File: config.mk
export PLATFORM = sky130hd
export DESIGN_NAME = vx_operands_dispatch
export DESIGN_NICKNAME = d
export VERILOG_FILES = /design/src/rtl/vx_operands_dispatch.sv
export SDC_FILE = /design/constraint.sdc
export NUM_CORES = 1
export LEC_CHECK = 0
export BUFFER_PORTS_ARGS = -buffer_cell sky130_fd_sc_hd__buf_2
export CORE_AREA = 2 2 409 411
export CTS_CLUSTER_DIAMETER = 100
export DETAILED_ROUTE_END_ITERATION = 7
export DIE_AREA = 0 0 411 413
export PLACE_DENSITY_LB_ADDON = 0.2
export SLEW_MARGIN = 20
export SYNTH_ARGS = -nofsm -noshare
export SYNTH_HDL_FRONTEND = slang
export SYNTH_SLANG_ARGS = --single-unit
export TNS_END_PERCENT = 1
File: constraint.sdc
create_clock -name clk -period 3.5 [get_ports clk]
set_input_delay 0.7 -clock clk [delete_from_list [all_inputs] [get_ports clk]]
set_output_delay 0.7 -clock clk [all_outputs]
set_load 0.05 [all_outputs]
File: src/rtl/vx_operands_dispatch.sv
// Operand dispatch: 2-entry skid FIFO steering packets to execute lanes.
// Optional perf counters enabled by defining VX_DISPATCH_PERF_EN.
module vx_operands_dispatch #(
  parameter int DATA_W       = 512,
  parameter int EX_BITS      = 2,
  parameter int EX_LSB       = 0,
  parameter int NUM_EX_UNITS = 4
) (
  input  logic                    clk,
  input  logic                    reset_n,
  input  logic                    operands_valid,
  input  logic [DATA_W-1:0]       operands_data,
  output logic                    operands_ready,
  output logic [NUM_EX_UNITS-1:0] execute_valid,
  output logic [DATA_W-1:0]       execute_data,
  input  logic [NUM_EX_UNITS-1:0] execute_ready,
  output logic                    bad_ex_type,
`ifdef VX_DISPATCH_PERF_EN
  output logic [NUM_EX_UNITS*32-1:0] perf_stalls,
  output logic [31:0]             perf_issued,
`endif
  output logic                    busy
);

  localparam logic [EX_BITS:0] NUM_EX_L =
    (EX_BITS+1)'(NUM_EX_UNITS);

  logic [DATA_W-1:0]  mem_q [2];
  logic [DATA_W-1:0]  mem_d [2];
  logic               wr_ptr_q, wr_ptr_d;
  logic               rd_ptr_q, rd_ptr_d;
  logic [1:0]         cnt_q, cnt_d;
  logic               rdy_q, rdy_d;
  logic               bad_q, bad_d;

  logic [DATA_W-1:0]  head;
  logic [EX_BITS-1:0] lane;
  logic               head_vld;
  logic               lane_ok;
  logic               push;
  logic               pop;
  logic               hs;
  logic               drop;

  assign head     = mem_q[rd_ptr_q];
  assign lane     = head[EX_LSB +: EX_BITS];
  assign head_vld = (cnt_q != 2'd0);
  assign lane_ok  = ({1'b0, lane} < NUM_EX_L);
  assign push     = operands_valid & rdy_q;
  assign hs       = |(execute_valid & execute_ready);
  assign drop     = head_vld & ~lane_ok;
  assign pop      = hs | drop;

  assign operands_ready = rdy_q;
  assign execute_data   = head;
  assign bad_ex_type    = bad_q;
  assign busy           = head_vld;

  // One-hot lane valid from the decoded head ex_type
  always_comb begin
    execute_valid = '0;
    for (int i = 0; i < NUM_EX_UNITS; i++) begin
      if (head_vld && lane_ok && lane == EX_BITS'(i))
        execute_valid[i] = 1'b1;
    end
  end

  // FIFO next state; ready looks at next count only
  always_comb begin
    mem_d    = mem_q;
    wr_ptr_d = wr_ptr_q;
    rd_ptr_d = rd_ptr_q;
    if (push) begin
      mem_d[wr_ptr_q] = operands_data;
      wr_ptr_d        = ~wr_ptr_q;
    end
    if (pop)
      rd_ptr_d = ~rd_ptr_q;
    cnt_d = cnt_q + 2'(push) - 2'(pop);
    rdy_d = (cnt_d < 2'd2);
    bad_d = bad_q | drop;
  end

  // FIFO and status registers
  always_ff @(posedge clk or negedge reset_n) begin
    if (!reset_n) begin
      mem_q[0] <= '0;
      mem_q[1] <= '0;
      wr_ptr_q <= 1'b0;
      rd_ptr_q <= 1'b0;
      cnt_q    <= 2'd0;
      rdy_q    <= 1'b1;
      bad_q    <= 1'b0;
    end else begin
      mem_q    <= mem_d;
      wr_ptr_q <= wr_ptr_d;
      rd_ptr_q <= rd_ptr_d;
      cnt_q    <= cnt_d;
      rdy_q    <= rdy_d;
      bad_q    <= bad_d;
    end
  end

`ifdef VX_DISPATCH_PERF_EN
  logic [NUM_EX_UNITS-1:0][31:0] stall_q, stall_d;
  logic [31:0]                   iss_q, iss_d;

  assign perf_stalls = stall_q;
  assign perf_issued = iss_q;

  // Saturating per-lane stall counts, wrapping issue count
  always_comb begin
    stall_d = stall_q;
    for (int i = 0; i < NUM_EX_UNITS; i++) begin
      if (execute_valid[i] && !execute_ready[i]
          && stall_q[i] != '1)
        stall_d[i] = stall_q[i] + 32'd1;
    end
    iss_d = iss_q + 32'(hs);
  end

  // Perf counter registers
  always_ff @(posedge clk or negedge reset_n) begin
    if (!reset_n) begin
      stall_q <= '0;
      iss_q   <= '0;
    end else begin
      stall_q <= stall_d;
      iss_q   <= iss_d;
    end
  end
`endif

endmodule
After elaboration in Yosys (flattened, before gate mapping)
Index checks and enable logic that the tools add are counted.

Bits in registers: 1029. Input bits: 519. Output and inout port bits: 519. Word-level logic and storage cells: 39.

$add $sub $neg: 2. Order comparisons: 4. Equality and inequality tests: 3. Multiplexer cells: 10. Bitwise logic cells: 6. Reduce and logical (&&, ||, !) cells: 8.

Operator list (number): 2-to-1 mux 512 bit (4); bitwise mux 1024 bit (1); demux 512 bit (select 1 bit) (1); logical AND 1 bit (5); AND 4 bit (1); equality test 2 bit (second input constant) (2); >= comparator 2 bit (second input constant) (2); 2-to-1 mux 1 bit (4); NOT 1 -> 2 bit (2); OR reduction 4 bit (1); adder 2 x 1 -> 2 bit (1); equality test 2 x 1 -> 1 bit (second input constant) (1); zero test 2 bit (1); < comparator 2 x 1 -> 1 bit (second input constant) (1); < comparator 2 bit (second input constant) (1); NOT 1 bit (2); nonzero test 2 bit (1); subtractor 2 x 1 -> 2 bit (1); AND 1 bit (1).

Longest topological paths before layout
Gate-level depths: netlist of the first run.

Word-level depth: 11. Gate-level depth with buffers: 11. Mapped depth without buffers: 10.

Least setup slack after synthesis of the first run
Ideal clock, no wire load.

Path kind: register to register. From: register rd_ptr_q. To: register cnt_q[1]. Library setup time: 121 ps. Data arrival time: 2376 ps. Data required time: 3379 ps. Setup slack: 1003 ps. Cell stages (with the launch flop): 12. Buffers on the path: 1. Clock period less this slack: 2497 ps. Path through: dfrtp_1 -> buf_6 -> mux2i_1 -> inv_1 -> mux4_2 -> and2_4 -> ha_1 -> inv_1 -> ha_1 -> xnor2_1 -> xor2_1 -> inv_1.

Longest elaborated chain between the ends: 10. Elaborated cells between the ends (all ways): 19. Those cells by class: add/sub (1); eq/ne (3); mux (7); bitwise (2); reduce/logical (6).

RTL lines: start: declaration (RTL line 31) `logic rd_ptr_q, rd_ptr_d;`; start signal: assignment (RTL line 97) `rd_ptr_q <= rd_ptr_d;`; NOT 1 -> 2 bit (not written as such) (*) (RTL line 45) `assign head = mem_q[rd_ptr_q];`; 2-to-1 mux 512 bit (not written as such) (*) (3 in a row) (RTL line 45); named net execute_data[1] (RTL line 15) `output logic [DATA_W-1:0] execute_data,`; equality test 2 x 1 -> 1 bit (tied with other cells) (RTL line 63) `if (head_vld && lane_ok && lane == EX_BITS'(i))`; logical AND 1 bit (RTL line 63); 2-to-1 mux 1 bit (RTL line 63); AND 4 bit (*) (RTL line 50) `assign hs = |(execute_valid & execute_ready);`; OR reduction 4 bit (*) (RTL line 50); subtractor 2 x 1 -> 2 bit (*) (RTL line 79) `cnt_d = cnt_q + 2'(push) - 2'(pop);`; named net cnt_d[1] (RTL line 32) `logic [1:0] cnt_q, cnt_d;`; end signal: assignment (RTL line 98) `cnt_q <= cnt_d;`; end: declaration (RTL line 32).

The timed path passes the listed nets; every way through them passes the cells marked *. The select of a mux whose other input is x is not followed. A chain may end at the register's enable or synchronous reset.

Final worst setup path of the first run
From: register rd_ptr_q. To: output execute_data[130].

Longest elaborated chain between the ends: 4.

RTL lines (RTL line): NOT 1 -> 2 bit (not written as such) (45); 2-to-1 mux 512 bit (not written as such) (3 in a row) (45); end: declaration (15).

Every way passes these cells. The select of a mux whose other input is x is not followed.

==> out/metrics.cfg, run 1 <==
[critical_path]
path_buf_inv = 3
critPathKind = flip-flop to output port
cp_top_family = buffers and inverters
r2r_cells = 10
crit_required_ns = 2.80
cpPeakStageDelay_ns = 0.50
slowest_stage = dfrtp_4
cp_max_fo = 48
crit_chain = buf_16, buf_12, mux2_2, buf_2
worstSetupEndpointType = output port
r2r_end = cnt_q[1]
crit_arrival_ns = 2.62
cp-start-kind = flip-flop
r2r_start = rd_ptr_q
reg2reg_slack_ns = 0.80

[floorplanning]
dieArea_mm2 = 0.170
start_util_pct = 26.5
die_w_um = 411
coreArea_mm2 = 0.166
placementRows = 150
io_pins = 1038
fp.dieH_um = 413

[synth]
synth-edff-count = 0
netlist_area_mm2 = 0.0440
synth.avg_cell_area_um2 = 16.0
synth_warnings = 0
synthDistinctLibCells = 21
seq_area_frac_synth_pct = 58.5
ys.flop_type = dfrtp_1
yosys.area.top_type_share_pct = 58.4
synth-seq-cells = 1029
synthTopCellsByArea = dfrtp_1 (58%), mux2_2 (39%), buf_2 (1.7%)
synth.net_count = 3280
netlist_instances = 2759
synth_largest_area_cell = dfrtp_1
ys_async_sr_fraction_pct = 100

[cells_and_area]
fillers = 16500
drive_above_1_share_pct = 72.8
multi_input_area_mm2 = 0.0175
finalNonFillerCells = 6192
nets = 4372
seq_area_mm2 = 0.0258
area_growth_pct = 28.9

[worst_hold_path]
whs_path_depth = 2
worstHoldEndpoint = mem_q[541]
worstHoldPathType = primary input to flip-flop
min-delay-start = operands_data[29]

[cts]
cts.htree.levels = 4
clkLatencyLatePin_ns = 0.77
path_clk_slew_ns = 0.05
cts_tree = done
numCtsBuffers = 130
clock-sinks = 1029
clock_path_buffers = 3
clockRootBuffer = clkbuf_16

[timing]
hold_ws_ns = 0.164
skew_ns = 0.0257
min_period_over_period_pct = 94.8
slew_viol_final = 0
finalHoldViolCount = 0
slew_headroom_pct = 52.2
setup_ws_ns = 0.182
final.min_clock_period_ns = 3.32
fmax_ghz = 0.301
setup_viol = 0
rsz0062_at_grt = false
worst_pin_slew_ns = 0.718
finalSetupTns_ns = 0

[drt]
drc = 0
drt_iter0_markers = 943
wl_per_cell_um = 21.4
vias_per_cell = 4.40
routed_wl_um = 133000
num_vias = 27300
ant_nets = 0
drt-pass1-iter-count = 4

[global_routing]
grt_pass1_vias = 29000
grt_usage_pct = 15.2
grt-ovfl-total = 0
grt_max_degree = 104
grt_pass1_wl_um = 194000
antenna_found_initial = 82

[status]
status = finished, final reports clean

[job]
cap_violations = 0

[placement]
hpwl_um = 97400
pre_cts_ws_ns = 0.806
placed_cells = 5918
io_buffers = 1036
gp_congestion = 0.833

[how the worst max path moves through the flow]
stage / from / depth (start not counted) / end
2_1_floorplan: rd_ptr_q / 11 / cnt_q[1]
3_3_place_gp: rd_ptr_q / 4 / execute_data[282]
3_5_place_dp: rd_ptr_q / 4 / execute_data[224]
4_1_cts: rd_ptr_q / 4 / execute_data[130]
5_1_grt: rd_ptr_q / 4 / execute_data[130]
6_report: rd_ptr_q / 4 / execute_data[130]
[per-layer routing]
metal	global-route usage [%]	vias to the layer above	share of wire, %
li1	-	12200	-
met1	17.6	13900	40
met2	24.7	801	48
met3	6.66	285	9.0
met4	5.89	66	3.2
met5	0	-	0.34
[synthesized netlist by cell type (2+ instances only)]
| master | n |
|---|---|
| clkbuf_1 | 15 |
| or2_2 | 2 |
| xor2_1 | 2 |
| ha_1 | 2 |
| inv_1 | 3 |
| buf_2 | 154 |
| mux2_2 | 1534 |
| dfrtp_1 | 1028 |
| nor2_1 | 4 |
| nand2_1 | 4 |
[layout by cell type, fill, tap and decap left out, types with 2 or more instances in the layout]
| cell type | netlist | routed |
|---|---|---|
| inv_1 | 3 | 3 |
| clkbuf_1 | 15 | 27 |
| buf_16 | 0 | 2 |
| mux2_2 | 1534 | 1534 |
| xor2_1 | 2 | 2 |
| dfrtp_1 | 1028 | 1027 |
| bufinv_16 | 0 | 3 |
| nor2_1 | 4 | 4 |
| buf_4 | 1 | 53 |
| buf_12 | 0 | 34 |
| clkbuf_8 | 0 | 35 |
| ha_1 | 2 | 2 |
| buf_2 | 154 | 1035 |
| clkinv_8 | 0 | 4 |
| buf_6 | 1 | 4 |
| nand2_1 | 4 | 4 |
| diode_2 | 0 | 40 |
| clkbuf_16 | 0 | 136 |
| clkinv_2 | 0 | 13 |
| inv_6 | 0 | 8 |
[what timing repair did]
item                                   CTS  global route
buffers inserted                         0             3
endpoints found under the hold margin   30             0
hold buffers                             1             0
cloned                                   0             1
gates resized for setup                  3             3
setup endpoints to repair              254           242
[logic make-up after synthesis]
kind of cell / synth area share [%]
xor gates and xnor gates: 0.0597
adders and majority gates: 0.0568
buffers and inverters: 1.95
DFF: 58.5
muxes: 39.3
other: 0.00851
and+or+nand+nor: 0.142
[final cells by class]
class,count,share of cell area [%]
Sequential cell,1029,45.4
Multi-Input combinational cell,1556,30.7
Timing Repair Buffer,1131,11.3
Clock buffer,197,6.98
Tap cell,2204,4.86
Clock inverter,32,0.595
Antenna cell,40,0.176
Inverter,3,0.0198
[registers in the layout (all words and copies together) (netlist names)]
register,count
wr_ptr_q,1
operands_ready,1
mem_q,1024
cnt_q,2
rd_ptr_q,1
[through the flow]
step           area [um2]  util, %
6_report            56800     34.2
3_3_place_gp        52300     31.5
4_1_cts             56600     34.1
3_5_place_dp        52300     31.5
2_1_floorplan       44000        -
5_1_grt             56700     34.2
Power of run 1 is left out: the tool's default activity adds up to more than one toggle a clock period on the data nets, which glitch-free logic cannot reach.
==> run 2, diff against run 1 <==
- CORE_AREA: 2 2 409 411 -> 2 2 408 410
- DIE_AREA: 0 0 411 413 -> 0 0 410 412
==> run 2 against run 1 <==
  * First-iteration DRC count grew 12%
  * Sequential share of layout area increased by 0.30 points
  * Design area decreased by 0.65%
  * Fmax decreased by 2.0%
  * Clock skew is 0.0066 ns higher
  * Sequential cell count stayed put
  * Cell count fell by 0.48%
  * Utilization grew 0.12 points
  * Register-to-register slack improved by 0.16 ns
  * Setup slack worse by 0.067 ns
  * Largest cell class unchanged
  * Highest routed layer unchanged
==> out/metrics.cfg, run 2 (synthesis gave the netlist of run 1 again) <==
[status]
status = finished, final reports clean

[drt]
wl_per_cell_um = 22.1  ; +3.4%
drc = 0  ; unchanged
num_vias = 27300  ; -0.018%
drt_iter0_markers = 1054  ; +12%
top_layer = met5
drt-met1-wl_um = 53000  ; +0.59%
vias_per_cell = 4.42  ; +0.47%
drt-pass1-iter-count = 4  ; unchanged
ant_nets = 0  ; unchanged
dr_wl_met2_um = 65500  ; +3.7%
route.met3.wl_um = 12200  ; +3.1%
routed_wl_um = 136000  ; +2.9%

[timing]
finalHoldViolCount = 0  ; unchanged
finalSetupTns_ns = 0  ; unchanged
hold_ws_ns = 0.192  ; +0.0286 ns
rsz0062_at_grt = false
final.min_clock_period_ns = 3.38  ; +0.0669 ns
min_period_over_period_pct = 96.7  ; +1.9 points
slew_headroom_pct = 42.2  ; -10 points
slew_viol_final = 0  ; unchanged
fmax_ghz = 0.295  ; -2.0%
skew_ns = 0.0323  ; +0.00661 ns
setup_viol = 0  ; unchanged
worst_pin_slew_ns = 0.867  ; +0.150 ns

[cells_and_area]
largest_reg_flops = 1024  ; unchanged
finalNonFillerCells = 6162  ; -0.48%
nets = 4353  ; -0.43%
drive_above_1_share_pct = 72.3  ; -0.53 points
area_growth_pct = 28.1
reg_top3 = mem_q x1024, cnt_q x2
fillers = 16300  ; -1.3%
seq_area_mm2 = 0.0258  ; unchanged
regMostFlops = mem_q
multi_input_area_mm2 = 0.0175  ; unchanged
layout_common_cells = mux2_2 (1534), buf_2 (1035), dfrtp_1 (1027)
layout_commonest_cell = mux2_2

[cts]
numCtsBuffers = 120  ; -7.7%
clock-sinks = 1029  ; unchanged
cts_resized = 0  ; -3
clkLatencyLatePin_ns = 0.75  ; -0.02 ns
clock_path_buffers = 3  ; unchanged
cts.htree.levels = 3  ; -1
cts_tree = done
path_clk_slew_ns = 0.06  ; about the same
clockRootBuffer = clkbuf_16

[critical_path]
r2r_end = cnt_q[1]
reg2reg_slack_ns = 0.96  ; +0.16 ns
cp-start-kind = flip-flop
cpMostUsedCell = buf_12
cpPeakStageDelay_ns = 0.51  ; about the same
crit_arrival_ns = 2.68  ; +0.06 ns
r2r_start = rd_ptr_q
crit_path_end = execute_data[279]
worstSetupEndpointType = output port
setup.worst_path.start = rd_ptr_q
crit_required_ns = 2.80  ; about the same
slowest_stage = dfrtp_4
r2r_cells = 9  ; -1
critPathKind = flip-flop to output port
cp_max_fo = 75  ; +56%
crit_chain = buf_12, buf_12, mux2_2, buf_2

[floorplanning]
io_pins = 1038  ; unchanged
start_util_pct = 26.8  ; +0.27 points
fp.dieH_um = 412  ; -0.24%
dieArea_mm2 = 0.169  ; -0.48%
coreArea_mm2 = 0.164  ; -1.0%
die_w_um = 410  ; -0.24%
placementRows = 149  ; -0.67%

[job]
cap_violations = 0  ; unchanged

[global_routing]
grt_max_degree = 76  ; -27%
grt-ovfl-total = 0  ; unchanged
grt_pass1_wl_um = 199000  ; +2.5%
grt_pass1_vias = 29200  ; +0.63%
grt_usage_pct = 15.7  ; +0.49 points
antenna_found_initial = 91  ; +11%

[placement]
gp_congestion = 0.817  ; -1.9%
hpwl_um = 101000  ; +3.5%
io_buffers = 1036  ; unchanged
placed_cells = 5898  ; -0.34%

[worst_hold_path]
worstHoldPathType = primary input to flip-flop

[run 2: per-layer routing]
| layer | up-vias | global-route usage (%) |
|---|---|---|
| met5 | - | 0.707 |
| met4 | 80 | 6.09 |
| met3 | 305 | 6.46 |
| met2 | 831 | 26.0 |
| met1 | 13900 | 18.0 |
| li1 | 12100 | - |
[run 2: what timing repair did]
item | CTS | global route
hold buffers | 1 | 0
endpoints found under the hold margin | 4 | 0
buffers inserted | 0 | 0
[run 2: worst min path at each step]
stage                endpoint          startpoint  slack (ns)  cells past startpoint
2_1_floorplan        cnt_q[0]             reset_n        0.40                      0
3_3_place_gp   operands_ready            cnt_q[1]        0.45                      1
3_5_place_dp   operands_ready            cnt_q[1]        0.45                      1
4_1_cts            mem_q[988]  operands_data[476]        0.08                      2
5_1_grt            mem_q[483]  operands_data[483]        0.13                      2
6_report           mem_q[545]   operands_data[33]        0.19                      2
[run 2: through the flow]
step	utilization, %	cell area (um2)	setup WS (ns)
6_report	34.3	56400	0.115
2_1_floorplan	-	44000	1.00
3_5_place_dp	31.8	52300	0.908
5_1_grt	34.3	56400	0.00980
3_3_place_gp	31.8	52300	0.912
4_1_cts	34.3	56300	0.0224
[run 2: final cells by class]
type                    count  area share (%)
flip-flops and latches   1029            45.7
well taps                2189            4.85
diodes                     36           0.160
multi-input cells        1556            30.9
clock buffers             196            6.38
inverters                   3          0.0200
repair buffers           1122            11.2
clock inverters            31           0.774
[run 2: critical path, delay by kind of cell (launching register included)]
kind                   cells  cell delay [ns]
flip-flops                 1             0.51
multiplexers               1             0.41
buffers and inverters      3             0.80
Power of run 2 is left out for the same reason.
